===== src/rtl/seq_hit_window_counter.sv =====
// Hit counter over a window of WIN_LEN qualified bit periods. At the end of each
// window it reports the hit count and a threshold alarm. Optional macro: SEQ_HIT_AUTO_RESTART_EN.
module seq_hit_window_counter #(
  parameter int CNT_W   = 8,
  parameter int WIN_LEN = 16,
  parameter int THRESH  = 3
) (
  input  logic             clk,
  input  logic             rst,
  input  logic             en,
  input  logic             hit,
  input  logic             start,
  output logic             busy,
  output logic [CNT_W-1:0] win_count,
  output logic             count_valid,
  output logic             alarm
);

  localparam int BIT_W = $clog2(WIN_LEN);
  localparam logic [BIT_W-1:0] LAST_BIT = BIT_W'(WIN_LEN - 1);
  localparam logic [CNT_W-1:0] SAT_VAL  = '1;
  // A threshold above the saturation value clamps to 2^CNT_W, which the accumulator can never reach.
  localparam logic [CNT_W:0]   THRESH_C = (THRESH > (2 ** CNT_W) - 1) ?
                                          {1'b1, {CNT_W{1'b0}}} : (CNT_W + 1)'(THRESH);

  typedef enum logic [1:0] {
    S_IDLE,
    S_COUNT,
    S_REPORT
  } state_t;

  state_t             state_q, state_d;
  logic [BIT_W-1:0]   bit_cnt_q, bit_cnt_d;
  logic [CNT_W-1:0]   hit_acc_q, hit_acc_d;
  logic [CNT_W-1:0]   win_count_q, win_count_d;
  logic               alarm_q, alarm_d;
  logic               count_valid_q, count_valid_d;
  logic               busy_q, busy_d;
  logic [CNT_W-1:0]   hit_acc_inc;

  always_comb begin
    hit_acc_inc = (hit && (hit_acc_q != SAT_VAL)) ? hit_acc_q + CNT_W'(1) : hit_acc_q;
  end

  always_comb begin
    state_d       = state_q;
    bit_cnt_d     = bit_cnt_q;
    hit_acc_d     = hit_acc_q;
    win_count_d   = win_count_q;
    alarm_d       = alarm_q;
    count_valid_d = 1'b0;
    busy_d        = busy_q;

    case (state_q)
      S_IDLE: begin
        if (start) begin
          state_d   = S_COUNT;
          bit_cnt_d = '0;
          hit_acc_d = '0;
          busy_d    = 1'b1;
        end
      end

      S_COUNT: begin
        if (en) begin
          if (bit_cnt_q == LAST_BIT) begin
            // The final bit is folded in here so the report carries all WIN_LEN bits.
            win_count_d   = hit_acc_inc;
            alarm_d       = ({1'b0, hit_acc_inc} >= THRESH_C);
            count_valid_d = 1'b1;
            busy_d        = 1'b0;
            state_d       = S_REPORT;
          end else begin
            bit_cnt_d = bit_cnt_q + BIT_W'(1);
            hit_acc_d = hit_acc_inc;
          end
        end
      end

      S_REPORT: begin
`ifdef SEQ_HIT_AUTO_RESTART_EN
        state_d   = S_COUNT;
        bit_cnt_d = '0;
        hit_acc_d = '0;
        busy_d    = 1'b1;
`else
        if (start) begin
          state_d   = S_COUNT;
          bit_cnt_d = '0;
          hit_acc_d = '0;
          busy_d    = 1'b1;
        end else begin
          state_d = S_IDLE;
        end
`endif
      end

      default: begin
        state_d = S_IDLE;
        busy_d  = 1'b0;
      end
    endcase
  end

  always_ff @(posedge clk) begin
    if (rst) begin
      state_q       <= S_IDLE;
      bit_cnt_q     <= '0;
      hit_acc_q     <= '0;
      win_count_q   <= '0;
      alarm_q       <= 1'b0;
      count_valid_q <= 1'b0;
      busy_q        <= 1'b0;
    end else begin
      state_q       <= state_d;
      bit_cnt_q     <= bit_cnt_d;
      hit_acc_q     <= hit_acc_d;
      win_count_q   <= win_count_d;
      alarm_q       <= alarm_d;
      count_valid_q <= count_valid_d;
      busy_q        <= busy_d;
    end
  end

  assign busy        = busy_q;
  assign win_count   = win_count_q;
  assign count_valid = count_valid_q;
  assign alarm       = alarm_q;

endmodule


===== config.mk =====
export PLATFORM = sky130hd
export DESIGN_NAME = seq_hit_window_counter
export DESIGN_NICKNAME = d
export VERILOG_FILES = /design/src/rtl/seq_hit_window_counter.sv
export SDC_FILE = /design/constraint.sdc
export NUM_CORES = 1
export LEC_CHECK = 0
export CAP_MARGIN = 10
export CELL_PAD_IN_SITES_DETAIL_PLACEMENT = 1
export CELL_PAD_IN_SITES_GLOBAL_PLACEMENT = 2
export CORE_MARGIN = 4
export CORE_UTILIZATION = 29
export CTS_CLUSTER_DIAMETER = 100
export DETAILED_ROUTE_END_ITERATION = 16
export PLACE_DENSITY_LB_ADDON = 0.1
export SYNTH_ARGS = -nofsm -noshare
export SYNTH_HDL_FRONTEND = slang
export SYNTH_SLANG_ARGS = --single-unit
export TNS_END_PERCENT = 10

===== constraint.sdc =====
create_clock -name clk -period 1.6 [get_ports clk]
set_input_delay 0.4 -clock clk [delete_from_list [all_inputs] [get_ports clk]]
set_output_delay 0.4 -clock clk [all_outputs]
set_load 0.01 [all_outputs]

# Yosys cells after proc, flatten, opt, wreduce, memory -nomap -nowiden
# Cells that the tools add are included.
# word_totals
regBits	25
inputBits	5
wordCells	49
# classes
eq_ne	9
muxes	19
reduce_logical	9
n_addsub	2
magnitude_cmp	1
n_bitwise	2
# ops
cell	count
8-bit two-way mux	4
8-bit one-hot mux with 2 select lines	1
4-bit two-way mux	3
3-bit AND reduction	3
8-bit by 1-bit adder with 8-bit output, second input constant	1
8-bit by 2-bit >= comparator with 1-bit output, second input constant	1
2-bit != test, second input constant	4
8-bit != test, second input constant	1
4-bit one-hot mux with 2 select lines	1
2-bit two-way mux	3
2-bit one-hot mux with 3 select lines	1
1-bit two-way mux	5
4-bit by 1-bit adder with 4-bit output, second input constant	1
4-bit == test, second input constant	1
4-bit AND reduction	1
3-bit OR reduction	1
2-bit by 1-bit == test with 1-bit output, second input constant	1
2-bit == test, second input constant	1
2-bit zero test	1
2-bit by 1-bit != test with 1-bit output, second input constant	1
1-bit NOT	2
1-bit one-hot mux with 2 select lines	1
2-bit nonzero test	1
2-bit OR reduction	1
1-bit logical AND	1

# Longest topological paths before layout
# Gate-level depths: netlist (run 1).
# logic_depth
depth_word	6
mapped_depth	7
depth_no_buf	6

# Least setup slack after synthesis (run 1)
# OpenSTA, ideal clock, no wires.
# synth_path
path_kind	reg2reg
startpoint	reg hit_acc_q[1]
endpoint	reg alarm_q (netlist: alarm)
stages_incl_launch_ff	8
period_less_slack_ps	1632
setup_slack_ps	-32
required_time_ps	1473
arrival_ps	1506
cell_sequence	dfxtp_1 -> ha_1 -> buf_4 -> nand4_2 -> o21ai_0 -> mux2_4 -> nor4_1 -> a31oi_1
# synth_via
elab_chain_cells	4
# synth_lines
item	line_no	rtl
from (decl)	34	logic [CNT_W-1:0] hit_acc_q, hit_acc_d;
from (signal assigned)	117	hit_acc_q <= hit_acc_d;
branches (longest 2 deep; another with 8-bit by 1-bit adder with 8-bit output)	n/a	
8-bit two-way mux (*)	42	hit_acc_inc = (hit && (hit_acc_q != SAT_VAL)) ? hit_acc_q + CNT_W'(1) : hit_acc_q;
8-bit by 2-bit >= comparator with 1-bit output (*)	69	alarm_d = ({1'b0, hit_acc_inc} >= THRESH_C);
to (signal assigned)	119	alarm_q <= alarm_d;
to (decl)	36	logic alarm_q, alarm_d;
# Mark *: on every way between the ends.
# A chain may end at the register's enable or synchronous reset.

# Worst setup path in the final report (run 1)
# layout_path
startpoint	reg alarm_q (netlist: alarm)
endpoint	out alarm
# layout_rtl
item	line_no	rtl
to (decl)	16	output logic alarm
# No word-level cell between the ends.

==> reports/qor.txt, run 1 <==
RUN STATUS
------------------------------------------------------------------------------------
Run status ............................................................    completed

PLACE
------------------------------------------------------------------------------------
Placed insts ..........................................................          243
Worst setup timing slack at the placement stage .......................    -0.406 ns
DP HPWL ...............................................................      2860 um
Port buffer count .....................................................           15
Weighted congestion at the end of routability-driven global placement .        0.841

GRT
------------------------------------------------------------------------------------
Met2 usage in global routing ..........................................        0.250
Global-route wire length before repair ................................      6480 um
Global routing met1 resource utilization ..............................        0.199
Fraction of met3 tracks used by global routing ........................       0.0270
Antenna violations before repair ......................................            0
Layer with the highest usage ..........................................         met2
Total global routing overflow .........................................            0
Maximum number of pins on one net before global-route repair ..........           19
Via count of the first global-routing pass ............................         1309
GRT Overall Usage .....................................................        0.153

DETAILED ROUTING
------------------------------------------------------------------------------------
Number of vias in the routed layout ...................................         1285
Average wire length per cell after detail routing .....................      15.5 um
Total detailed-routing wirelength .....................................      3850 um
Vias per inst .........................................................         5.18
Number of antenna-violating nets in the routed design .................            0
DR pass1 iterations ...................................................            4
DRC violations left ...................................................            0
Violation count after the first detailed-route iteration ..............           39

LAYOUT
------------------------------------------------------------------------------------
Net count of the finished layout ......................................          206
Area overhead of the layout relative to synthesis .....................        43.7%
Count of antenna diodes in the layout .................................            0
Final cell count without fillers ......................................          248
Share of post-route cells with drive strength above 1 .................        0.318
Post-Route Utilization ................................................        0.446

POWER AND IR DROP
------------------------------------------------------------------------------------
Static leakage power ..................................................     0.794 nW
Total power divided by cell area ......................................  649 nW/um^2
Net Sw Frac ...........................................................        0.268
Sequential share of power .............................................        0.535
NetSw .................................................................     0.319 mW
Portion of total power attributed to combinational logic ..............        0.117
Clock group share of total power ......................................        0.348
Pint ..................................................................     0.872 mW
Overall power of the completed layout .................................      1.19 mW
Worst vdd ir ..........................................................       270 uV

SYNTH
------------------------------------------------------------------------------------
Seq cells post-synth ..................................................           25
Area of the mapped netlist ............................................   1280 sq um
Number of unique standard cell types used by synthesis ................           44
Nets in the synthesized netlist .......................................          163
Number of enable flip-flop cells after synthesis ......................            0
Post-synth ARST share .................................................            0
Fraction of the yosys area taken by sequential cells ..................        0.392
Gate Count Post-Synth .................................................          156
Primary flip-flop cell chosen by synthesis mapping .................... sky130_fd_sc_hd__dfxtp_1
Total of warnings raised by yosys .....................................            0
Average footprint of a synthesized cell ...............................   8.18 sq um

CLOCKING
------------------------------------------------------------------------------------
TritonCTS Buffers .....................................................            3
Number of levels in the clock H-tree ..................................            1
Clock transition at the registers of the reported paths ...............      0.10 ns
Maximum buffer depth of the clock tree ................................            2
Clock tree root driver cell ........................................... sky130_fd_sc_hd__clkbuf_8
Later-pin clock latency in the skew report ............................      0.28 ns
CTS sink count ........................................................           25
Clock tree from TritonCTS .............................................         done

CRITICAL PATH
------------------------------------------------------------------------------------
Register-to-register setup slack ......................................      0.07 ns
Crit path capture type ................................................ primary output
Count of cell instances traversed by the critical path ................            1
Critical Path RT ......................................................      1.20 ns
CP arrival ............................................................      1.16 ns
Critical Path Source .................................................. alarm$_SDFFE_PP0P_
Cell family with the largest share of critical-path delay ............. buffers and inverters
Capturing point of the worst reg2reg path ............................. alarm$_SDFFE_PP0P_
R2R Path Start ........................................................ hit_acc_q[1]$_SDFFE_PP0P_
CP Cell Sequence ...................................................... clkdlybuf4s50_1
Startpoint type of the worst setup path ...............................    flip-flop
Cells on worst reg2reg path ...........................................            6
Crit-path max FO ......................................................            2
Max incr delay on CP ..................................................      0.53 ns
Critical Path End .....................................................        alarm
Master of the slowest instance on the critical path ................... sky130_fd_sc_hd__clkdlybuf4s50_1
Combined buffer and inverter count along the critical path ............            1
Critical path start-end classification ................................      reg2out

STA
------------------------------------------------------------------------------------
Max Clock Freq ........................................................      640 MHz
Final hold violation count ............................................            0
Setup violators final .................................................            0
Period minus WS final .................................................      1.56 ns
Worst Tran Pin Value ..................................................     0.295 ns
Final Max Slew Viols ..................................................            0
Final worst path period share .........................................        0.977
Unrepaired setup endpoints after global routing .......................         true
Worst Setup Slack, final ..............................................    0.0365 ns
Worst slew margin .....................................................        0.798
Largest clock skew in the final design ................................   0.00835 ns
Final-layout worst hold slack .........................................     0.458 ns

FLOORPLANNING
------------------------------------------------------------------------------------
Row count .............................................................           23
Floorplan die height ..................................................      74.3 um
Area of the placeable core ............................................   4120 sq um
X dimension of the die ................................................      74.3 um
Initial core utilization ..............................................        0.310
DIE AREA ..............................................................   5530 sq um
Count of boundary I/O pins ............................................           16

RUN
------------------------------------------------------------------------------------
Count of max-cap constraint violations ................................            0

HOLD PATH
------------------------------------------------------------------------------------
Worst hold path class .................................................      reg2reg
Start point of the worst min-delay path ............................... win_count[6]$_SDFFE_PP0P_

## kinds of logic after synthesis
| group | count (synthesis) | share of synthesized area |
|---|---|---|
| buffers and inverters | 13 | 0.0480 |
| XOR/XNOR | 5 | 0.0343 |
| adder cells (fa/ha/maj) | 2 | 0.0196 |
| AO/OA/AOI/OAI | 37 | 0.195 |
| multiplexers | 3 | 0.0284 |
| flip-flops | 25 | 0.392 |
| AND/OR/NAND/NOR | 71 | 0.282 |
## worst register-to-register path, cell delays in order, from the launching register on
cell and delay [ns]:
sky130_fd_sc_hd__dfxtp_2 0.37, sky130_fd_sc_hd__ha_4 0.18, sky130_fd_sc_hd__buf_4 0.14, sky130_fd_sc_hd__nand4_1 0.13, sky130_fd_sc_hd__mux2_4 0.36, sky130_fd_sc_hd__nor4_4 0.14
sky130_fd_sc_hd__a31oi_1 0.10
## power groups by stage
stage | registers [mW] | logic (mW) | clock network [mW]
floorplan | 0.651 | 0.0663 | 0
global placement | 0.650 | 0.135 | 0
detailed placement | 0.651 | 0.139 | 0
CTS | 0.637 | 0.140 | 0.426
global route | 0.639 | 0.154 | 0.446
finish | 0.637 | 0.140 | 0.414
## metal layers
layer	vias to the layer above	wire length, um
met5	-	0
met2	19	1880
met1	622	1780
met3	8	96
met4	0	92
li1	636	-
## layout by cell type (no fill, tap or decap), types with 3 or more instances in the layout
master                             n
sky130_fd_sc_hd__inv_1             3
sky130_fd_sc_hd__a21oi_1          16
sky130_fd_sc_hd__dfxtp_2           5
sky130_fd_sc_hd__nor3_1            6
sky130_fd_sc_hd__a31oi_1           4
sky130_fd_sc_hd__nand2_1          22
sky130_fd_sc_hd__buf_4            33
sky130_fd_sc_hd__dfxtp_1          20
sky130_fd_sc_hd__dlymetal6s2s_1    7
sky130_fd_sc_hd__nand3_1           6
sky130_fd_sc_hd__nor2_1           17
sky130_fd_sc_hd__clkdlybuf4s50_1   6
sky130_fd_sc_hd__clkbuf_8          3
## cell type report
| cell class | count | area (sq um) |
|---|---|---|
| clock buffer | 3 | 41.3 |
| clock inverter | 1 | 7.51 |
| fill | 505 | 2280 |
| inverter | 3 | 11.3 |
| multi-input combinational | 118 | 792 |
| sequential | 25 | 507 |
| tap | 50 | 62.6 |
| timing repair buffer | 48 | 413 |
## synth_stat cells (2+ instances only)
cell type | instances | area (sq um)
sky130_fd_sc_hd__a211oi_1 | 2 | 15.0
sky130_fd_sc_hd__a21oi_1 | 16 | 80.1
sky130_fd_sc_hd__a22oi_1 | 2 | 15.0
sky130_fd_sc_hd__a31oi_1 | 5 | 31.3
sky130_fd_sc_hd__and3_1 | 2 | 12.5
sky130_fd_sc_hd__buf_2 | 4 | 20.0
sky130_fd_sc_hd__buf_4 | 2 | 15.0
sky130_fd_sc_hd__clkbuf_1 | 3 | 11.3
sky130_fd_sc_hd__dfxtp_1 | 25 | 500
sky130_fd_sc_hd__ha_1 | 2 | 25.0
sky130_fd_sc_hd__inv_1 | 3 | 11.3
sky130_fd_sc_hd__nand2_1 | 22 | 82.6
sky130_fd_sc_hd__nand3_1 | 7 | 35.0
sky130_fd_sc_hd__nand4_1 | 2 | 12.5
sky130_fd_sc_hd__nand4_2 | 2 | 25.0
sky130_fd_sc_hd__nand4b_1 | 2 | 17.5
sky130_fd_sc_hd__nor2_1 | 17 | 63.8
sky130_fd_sc_hd__nor2_2 | 3 | 18.8
sky130_fd_sc_hd__nor3_1 | 6 | 30.0
sky130_fd_sc_hd__o211ai_1 | 2 | 15.0
sky130_fd_sc_hd__xnor2_1 | 3 | 26.3
sky130_fd_sc_hd__xor2_1 | 2 | 17.5
## per-stage QoR
step                cell area [sq um]  setup TNS [ns]
CTS                              1750               0
finish                           1830               0
floorplan                        1280               0
global route                     1830         -0.0671
global placement                 1680           -4.49
detailed placement               1680           -5.33
## state kept, by name, summed over array words and instances (netlist names)
register / flops
win_count: 8
count_valid: 1
alarm: 1
busy: 1
bit_cnt_q: 4
state_q: 2
hit_acc_q: 8
## how the worst min path moves through the flow
stage | slack [ns] | endpoint | depth (start not counted)
after global routing | 0.49 | win_count[7]$_SDFFE_PP0P_ | 2
after floorplan | 0.45 | bit_cnt_q[1]$_SDFFE_PP0P_ | 2
after CTS | 0.47 | win_count[6]$_SDFFE_PP0P_ | 2
after detailed placement | 0.45 | win_count[6]$_SDFFE_PP0P_ | 2
final | 0.46 | win_count[6]$_SDFFE_PP0P_ | 2
after global placement | 0.44 | win_count[6]$_SDFFE_PP0P_ | 2
## repair_timing
| item | CTS | global route |
|---|---|---|
| cloned | 0 | 0 |
| setup buffers | 0 | 1 |
| pin swaps | 0 | 5 |
| gates resized for setup | 7 | 20 |
| hold buffers | 0 | 0 |
| endpoints found under the setup margin | 14 | 20 |
| endpoints found under the hold margin | 0 | 0 |
No activity file was read; power rests on OpenSTA's default activity.
==> run 2, diff against run 1 <==
- CAP_MARGIN: 10 -> 20
- CORE_ASPECT_RATIO: default -> 2
- MAX_ROUTING_LAYER: default -> met4
==> run 2 against run 1 <==
Against the previous run: first-iteration DRC count shrank 67%; clock power decreased by 2%; clock-buffer cell count did not move; non-clock buffer count fell by 1; via count rose by 0.23%; sequential power barely moved; design area decreased by 0.89%; combinational power grew 3%; wire length up 1.2%; critical endpoint is now win_count[6]; largest cell class unchanged; highest routed layer unchanged.
==> reports/qor.txt, run 2 (synthesis gave the netlist of run 1 again) <==
STA
------------------------------------------------------------------------------------
Max Clock Freq ........................................................      641 MHz   +0.28%
Final worst path period share .........................................        0.974   -0.00274
Final-layout worst hold slack .........................................     0.460 ns   +0.00223 ns
Final Max Slew Viols ..................................................            0   unchanged
Period minus WS final .................................................      1.56 ns   -0.00439 ns
Worst slew margin .....................................................        0.842   +0.0443
Largest clock skew in the final design ................................   0.00538 ns   -0.00297 ns
Unrepaired setup endpoints after global routing .......................         true
Setup violators final .................................................            0   unchanged
Worst Tran Pin Value ..................................................     0.235 ns   -0.0601 ns
Final hold violation count ............................................            0   unchanged

PLACE
------------------------------------------------------------------------------------
Port buffer count .....................................................           15   unchanged
Placed cell area ......................................................   1690 sq um   +0.45%
Placed insts ..........................................................          244   +0.41%
DP HPWL ...............................................................      3000 um   +4.9%
Weighted congestion at the end of routability-driven global placement .        0.823   -2.1%

CRITICAL PATH
------------------------------------------------------------------------------------
Combined buffer and inverter count along the critical path ............            1   unchanged
Master of the slowest instance on the critical path ................... sky130_fd_sc_hd__clkdlybuf4s50_1
Max incr delay on CP ..................................................      0.54 ns   about the same
Critical Path RT ......................................................      1.20 ns   about the same
CP arrival ............................................................      1.16 ns   about the same
Crit-path max FO ......................................................            2   unchanged
Critical path start-end classification ................................      reg2out
Crit path capture type ................................................ primary output
CP Cell Sequence ...................................................... clkdlybuf4s50_1
Startpoint type of the worst setup path ...............................    flip-flop
Cell family with the largest share of critical-path delay ............. buffers and inverters

POWER AND IR DROP
------------------------------------------------------------------------------------
NetSw .................................................................     0.314 mW   -1.7%
Worst vdd ir ..........................................................       426 uV   +58%
Clock group share of total power ......................................        0.341   -0.007
Pint ..................................................................     0.873 mW   +0.19%
Static leakage power ..................................................     0.735 nW   -7.4%
Total power divided by cell area ......................................  653 nW/um^2   +0.58%
Net Sw Frac ...........................................................        0.264   -0.00369
Sequential share of power .............................................        0.538   +0.003
Portion of total power attributed to combinational logic ..............        0.121   +0.004

GRT
------------------------------------------------------------------------------------
Total global routing overflow .........................................            0   unchanged
GRT Overall Usage .....................................................        0.160   +0.00720
Maximum number of pins on one net before global-route repair ..........           26   +7
Global-route wire length before repair ................................      6380 um   -1.6%
Antenna violations before repair ......................................            0   unchanged
Via count of the first global-routing pass ............................         1377   +5.2%

LAYOUT
------------------------------------------------------------------------------------
Commonest non-fill, non-tap cells in the layout ....................... sky130_fd_sc_hd__buf_4 (30), sky130_fd_sc_hd__nand2_1 (22), sky130_fd_sc_hd__dfxtp_1 (19)
Leading cell type in the layout, fill and taps excluded ............... sky130_fd_sc_hd__buf_4
Area overhead of the layout relative to synthesis .....................        42.5%
Final instance area ...................................................   1820 sq um   -0.89%
Share of post-route cells with drive strength above 1 .................        0.315   -0.00346
Net count of the finished layout ......................................          205   -0.49%
Final cell count without fillers ......................................          249   +0.40%
Count of antenna diodes in the layout .................................            0   unchanged

CLOCKING
------------------------------------------------------------------------------------
Clock tree root driver cell ........................................... sky130_fd_sc_hd__clkbuf_8
TritonCTS Buffers .....................................................            3   unchanged
Quantity of hold-fixing buffers added after cts .......................            0   unchanged
Clock transition at the registers of the reported paths ...............      0.10 ns   about the same
CTS sink count ........................................................           25   unchanged
Maximum buffer depth of the clock tree ................................            2   unchanged
Number of levels in the clock H-tree ..................................            1   unchanged
Clock tree from TritonCTS .............................................         done
Later-pin clock latency in the skew report ............................      0.28 ns   about the same

FLOORPLANNING
------------------------------------------------------------------------------------
Initial core utilization ..............................................        0.306   -0.00409
Row count .............................................................           33   +43%
X dimension of the die ................................................      54.9 um   -26%
Area of the placeable core ............................................   4170 sq um   +1.3%
Count of boundary I/O pins ............................................           16   unchanged
Floorplan die height ..................................................       102 um   +37%
DIE AREA ..............................................................   5590 sq um   +1.2%

DETAILED ROUTING
------------------------------------------------------------------------------------
Number of antenna-violating nets in the routed design .................            0   unchanged
Total detailed-routing wirelength .....................................      3900 um   +1.2%
Number of vias in the routed layout ...................................         1288   +0.23%
DR pass1 iterations ...................................................            4   unchanged
DRC violations left ...................................................            0   unchanged
Average wire length per cell after detail routing .....................      15.6 um   +0.79%
Violation count after the first detailed-route iteration ..............           13   -67%
Vias per inst .........................................................         5.17   -0.17%

RUN
------------------------------------------------------------------------------------
Count of max-cap constraint violations ................................            0   unchanged

RUN STATUS
------------------------------------------------------------------------------------
Run status ............................................................    completed

HOLD PATH
------------------------------------------------------------------------------------
Worst hold path class .................................................      reg2reg

## run 2: worst paths after layout
kind | start | to | slack (ns) | depth (start not counted)
setup / recovery | win_count[6]$_SDFFE_PP0P_ | win_count[6] | 0.04 | 1
hold / removal | win_count[4]$_SDFFE_PP0P_ | win_count[4]$_SDFFE_PP0P_ | 0.46 | 2
setup reg to reg | hit_acc_q[0]$_SDFFE_PP0P_ | alarm$_SDFFE_PP0P_ | 0.05 | 7
hold reg to reg | win_count[4]$_SDFFE_PP0P_ | win_count[4]$_SDFFE_PP0P_ | 0.46 | 2
## run 2: what timing repair did
action / CTS / global route
resized for setup: 8 / 16
setup buffers: 0 / 1
pin swaps: 0 / 1
setup endpoints to repair: 15 / 22
endpoints found under the hold margin: 0 / 0
## run 2: final cells by class
| class | count | area (sq um) |
|---|---|---|
| timing repair buffer | 47 | 417 |
| clock inverter | 1 | 7.51 |
| fill | 505 | 2350 |
| tap | 52 | 65.1 |
| multi-input combinational | 118 | 768 |
| sequential | 25 | 508 |
| inverter | 3 | 11.3 |
| clock buffer | 3 | 41.3 |
## run 2: power groups by stage
stage / clock network (mW) / registers (mW) / logic, mW
2_1_floorplan: 0 / 0.651 / 0.0663
3_3_place_gp: 0 / 0.650 / 0.138
3_5_place_dp: 0 / 0.651 / 0.141
4_1_cts: 0.418 / 0.638 / 0.144
5_1_grt: 0.443 / 0.639 / 0.157
6_report: 0.405 / 0.638 / 0.144
## run 2: through the flow
| stage | TNS (ns) | utilization | total power [mW] | setup slack (ns) |
|---|---|---|---|---|
| final | 0 | 0.436 | 1.19 | 0.0409 |
| after detailed placement | -5.45 | 0.404 | 0.792 | -0.420 |
| after global placement | -4.76 | 0.404 | 0.788 | -0.360 |
| after global routing | -0.0464 | 0.436 | 1.24 | -0.0315 |
| after floorplan | 0 | - | 0.717 | 0.0391 |
| after CTS | 0 | 0.422 | 1.20 | 0.0148 |
## run 2: worst reg2reg max path: cells and delay by family (launching register included)
family | cells | cell delay, ns
muxes | 1 | 0.29
AOI/OAI and AO/OA | 2 | 0.18
and+or+nand+nor | 2 | 0.30
adders and majority gates | 1 | 0.18
buffers and inverters | 1 | 0.14
DFF | 1 | 0.35
## run 2: routing by layer
layer / up-vias / share of wire / routed length [um] / track usage
li1: 633 / - / - / -
met1: 636 / 0.36 / 1410 / 0.160
met2: 13 / 0.59 / 2290 / 0.291
met3: 6 / 0.018 / 69 / 0.0190
met4: 0 / 0.030 / 116 / 0.0730
met5: - / 0 / 0 / -
==> run 3, diff against run 2 <==
- CORE_MARGIN: 4 -> 1
==> run 3 against run 2 <==
Against the previous run: first-iteration DRC count is 23% lower; worst hold slack got worse by 0.00093 ns; cell count grew 0.40%; core utilization grew 0.090 points; power down 0.27%; sequential share of layout area shrank 0.13 points; design area increased by 0.21%; register-to-register slack improved by 0.04 ns; global-route usage rose by 2.3 points; wire length increased by 0.51%; largest power group unchanged; highest routed layer unchanged.
==> reports/qor.txt, run 3 (synthesis gave the netlist of run 1 again) <==
RUN STATUS
------------------------------------------------------------------------------------
Run status ............................................................    completed

DETAILED ROUTING
------------------------------------------------------------------------------------
Average wire length per cell after detail routing .....................      15.7 um   +0.11%
Vias per inst .........................................................         5.16   -0.17%
DR pass1 iterations ...................................................            4   unchanged
DRC violations left ...................................................            0   unchanged
Amount of wire on met3 after detailed routing .........................        54 um   -22%
Violation count after the first detailed-route iteration ..............           10   -3
Number of antenna-violating nets in the routed design .................            0   unchanged
Total detailed-routing wirelength .....................................      3920 um   +0.51%
Highest routed layer ..................................................         met4
Number of vias in the routed layout ...................................         1291   +0.23%
Metal1 wirelength .....................................................      1450 um   +2.5%
Length of routed met2 wiring ..........................................      2380 um   +3.5%

GRT
------------------------------------------------------------------------------------
Maximum number of pins on one net before global-route repair ..........           26   unchanged
Antenna violations before repair ......................................            0   unchanged
Total global routing overflow .........................................            0   unchanged
Global-route wire length before repair ................................      6350 um   -0.42%
GRT Overall Usage .....................................................        0.184   +0.0233
Via count of the first global-routing pass ............................         1367   -0.73%

CRITICAL PATH
------------------------------------------------------------------------------------
Combined buffer and inverter count along the critical path ............            2   +1
Crit-path max FO ......................................................            4   +2
Crit path capture type ................................................    flip-flop
Critical Path RT ......................................................      1.79 ns   +0.59 ns
CP Cell Sequence ...................................................... clkdlybuf4s50_1, nor2b_2, buf_4, a31o_2, nand4_1, xor2_1, nor3_1
CP arrival ............................................................      1.75 ns   +0.59 ns
Master of the slowest instance on the critical path ................... sky130_fd_sc_hd__clkdlybuf4s50_1
Max incr delay on CP ..................................................      0.48 ns   -0.06 ns
Critical path start-end classification ................................       in2reg
Cell family with the largest share of critical-path delay ............. buffers and inverters
Startpoint type of the worst setup path ............................... primary input

CLOCKING
------------------------------------------------------------------------------------
Later-pin clock latency in the skew report ............................      0.27 ns   about the same
TritonCTS Buffers .....................................................            3   unchanged
Clock transition at the registers of the reported paths ...............      0.09 ns   about the same
CTS sink count ........................................................           25   unchanged
Setup bufs post-CTS ...................................................            0   unchanged
Clock tree from TritonCTS .............................................         done
Clock tree root driver cell ........................................... sky130_fd_sc_hd__clkbuf_8
Number of levels in the clock H-tree ..................................            1   unchanged
Maximum buffer depth of the clock tree ................................            2   unchanged

LAYOUT
------------------------------------------------------------------------------------
Commonest non-fill, non-tap cells in the layout ....................... sky130_fd_sc_hd__buf_4 (32), sky130_fd_sc_hd__nand2_1 (22), sky130_fd_sc_hd__dfxtp_1 (20)
Area overhead of the layout relative to synthesis .....................        42.7%
Share of post-route cells with drive strength above 1 .................        0.313   -0.00159
Net count of the finished layout ......................................          206   +0.49%
Count of antenna diodes in the layout .................................            0   unchanged
Leading cell type in the layout, fill and taps excluded ............... sky130_fd_sc_hd__buf_4

POWER AND IR DROP
------------------------------------------------------------------------------------
Total power divided by cell area ......................................  650 nW/um^2   -0.47%
Static leakage power ..................................................     0.775 nW   +5.5%
Overall power of the completed layout .................................      1.18 mW   -0.27%
Worst vdd ir ..........................................................       522 uV   +22%

FLOORPLANNING
------------------------------------------------------------------------------------
Floorplan die height ..................................................      95.8 um   -5.9%
Count of boundary I/O pins ............................................           16   unchanged
DIE AREA ..............................................................   4690 sq um   -16%
Initial core utilization ..............................................        0.306   unchanged
Area of the placeable core ............................................   4170 sq um   unchanged
X dimension of the die ................................................      48.9 um   -11%
Row count .............................................................           33   unchanged

HOLD PATH
------------------------------------------------------------------------------------
Worst hold path class .................................................      reg2reg

STA
------------------------------------------------------------------------------------
Final hold violation count ............................................            0   unchanged
Final worst path period share .........................................        0.971   -0.00339
Final Max Slew Viols ..................................................            0   unchanged
Setup violators final .................................................            0   unchanged
Worst Tran Pin Value ..................................................     0.270 ns   +0.0347 ns
Max Clock Freq ........................................................      644 MHz   +0.35%
Period minus WS final .................................................      1.55 ns   -0.00542 ns
Worst slew margin .....................................................        0.820   -0.0217
Largest clock skew in the final design ................................   0.00938 ns   +0.00400 ns
Final-layout worst hold slack .........................................     0.459 ns   -0.000927 ns

PLACE
------------------------------------------------------------------------------------
Weighted congestion at the end of routability-driven global placement .        0.883   +7.3%
DP HPWL ...............................................................      3000 um   about the same
Port buffer count .....................................................           15   unchanged

RUN
------------------------------------------------------------------------------------
Count of max-cap constraint violations ................................            0   unchanged

[run 3: cell types whose count changed in the layout (fill, tap and decap cells not counted), sizes merged]
cell	delta
buf	+1
clkdlybuf4s50	-2
dlymetal6s2s	+3
dlygate4sd2	-1
[run 3: metal layers]
| metal | global-route usage | up-vias |
|---|---|---|
| met2 | 0.370 | 12 |
| met1 | 0.178 | 641 |
| met3 | 0.0158 | 2 |
| li1 | - | 636 |
| met4 | 0.0613 | 0 |
| met5 | - | - |
[run 3: worst reg2reg max path: stages (launching register included)]
cell,delay [ns]
sky130_fd_sc_hd__dfxtp_2,0.37
sky130_fd_sc_hd__ha_4,0.16
sky130_fd_sc_hd__nand4_2,0.13
sky130_fd_sc_hd__o21a_2,0.25
sky130_fd_sc_hd__a31oi_4,0.21
sky130_fd_sc_hd__buf_4,0.13
sky130_fd_sc_hd__nand2_1,0.04
sky130_fd_sc_hd__a21oi_1,0.14
[run 3: final timing paths]
check | slack (ns) | end | cells past startpoint | start
max | 0.05 | bit_cnt_q[3]$_SDFFE_PP0P_ | 7 | start
min | 0.46 | win_count[5]$_SDFFE_PP0P_ | 2 | win_count[5]$_SDFFE_PP0P_
max reg2reg | 0.09 | win_count[2]$_SDFFE_PP0P_ | 7 | hit_acc_q[0]$_SDFFE_PP0P_
min reg2reg | 0.46 | win_count[5]$_SDFFE_PP0P_ | 2 | win_count[5]$_SDFFE_PP0P_
[run 3: what timing repair did]
item                                    in CTS  in global routing
pin swaps                                    0                  0
hold buffers                                 0                  0
gates resized for setup                      4                 20
endpoints found under the setup margin      10                 27
hold endpoints to repair                     0                  0
cloned                                       0                  0
[run 3: layout make-up]
type                       count  area (sq um)
clock inverter                 1          7.51
multi-input combinational    118           761
sequential                    25           507
timing repair buffer          48           429
clock buffer                   3          41.3
fill                         508          2350
inverter                       3          11.3
tap                           52          65.1
[run 3: power by group]
part	total, mW	leakage, nW	switching, mW	internal, mW
sequential	0.638	0.204	0.00822	0.630
clock	0.404	0.0217	0.227	0.177
combinational	0.142	0.549	0.0745	0.0674
total	1.18	0.775	0.310	0.874
[run 3: per-stage QoR]
stage | instances | worst slack, ns | util | cell area (sq um) | TNS (ns)
final | 250 | 0.0463 | 0.437 | 1820 | 0
after global routing | 250 | -0.0324 | 0.437 | 1820 | -0.0326
after CTS | 250 | -0.0285 | 0.422 | 1760 | -0.0517
after detailed placement | 246 | -0.376 | 0.408 | 1700 | -4.94
after global placement | 246 | -0.347 | 0.408 | 1700 | -4.48
after floorplan | 156 | 0.0391 | - | 1280 | 0
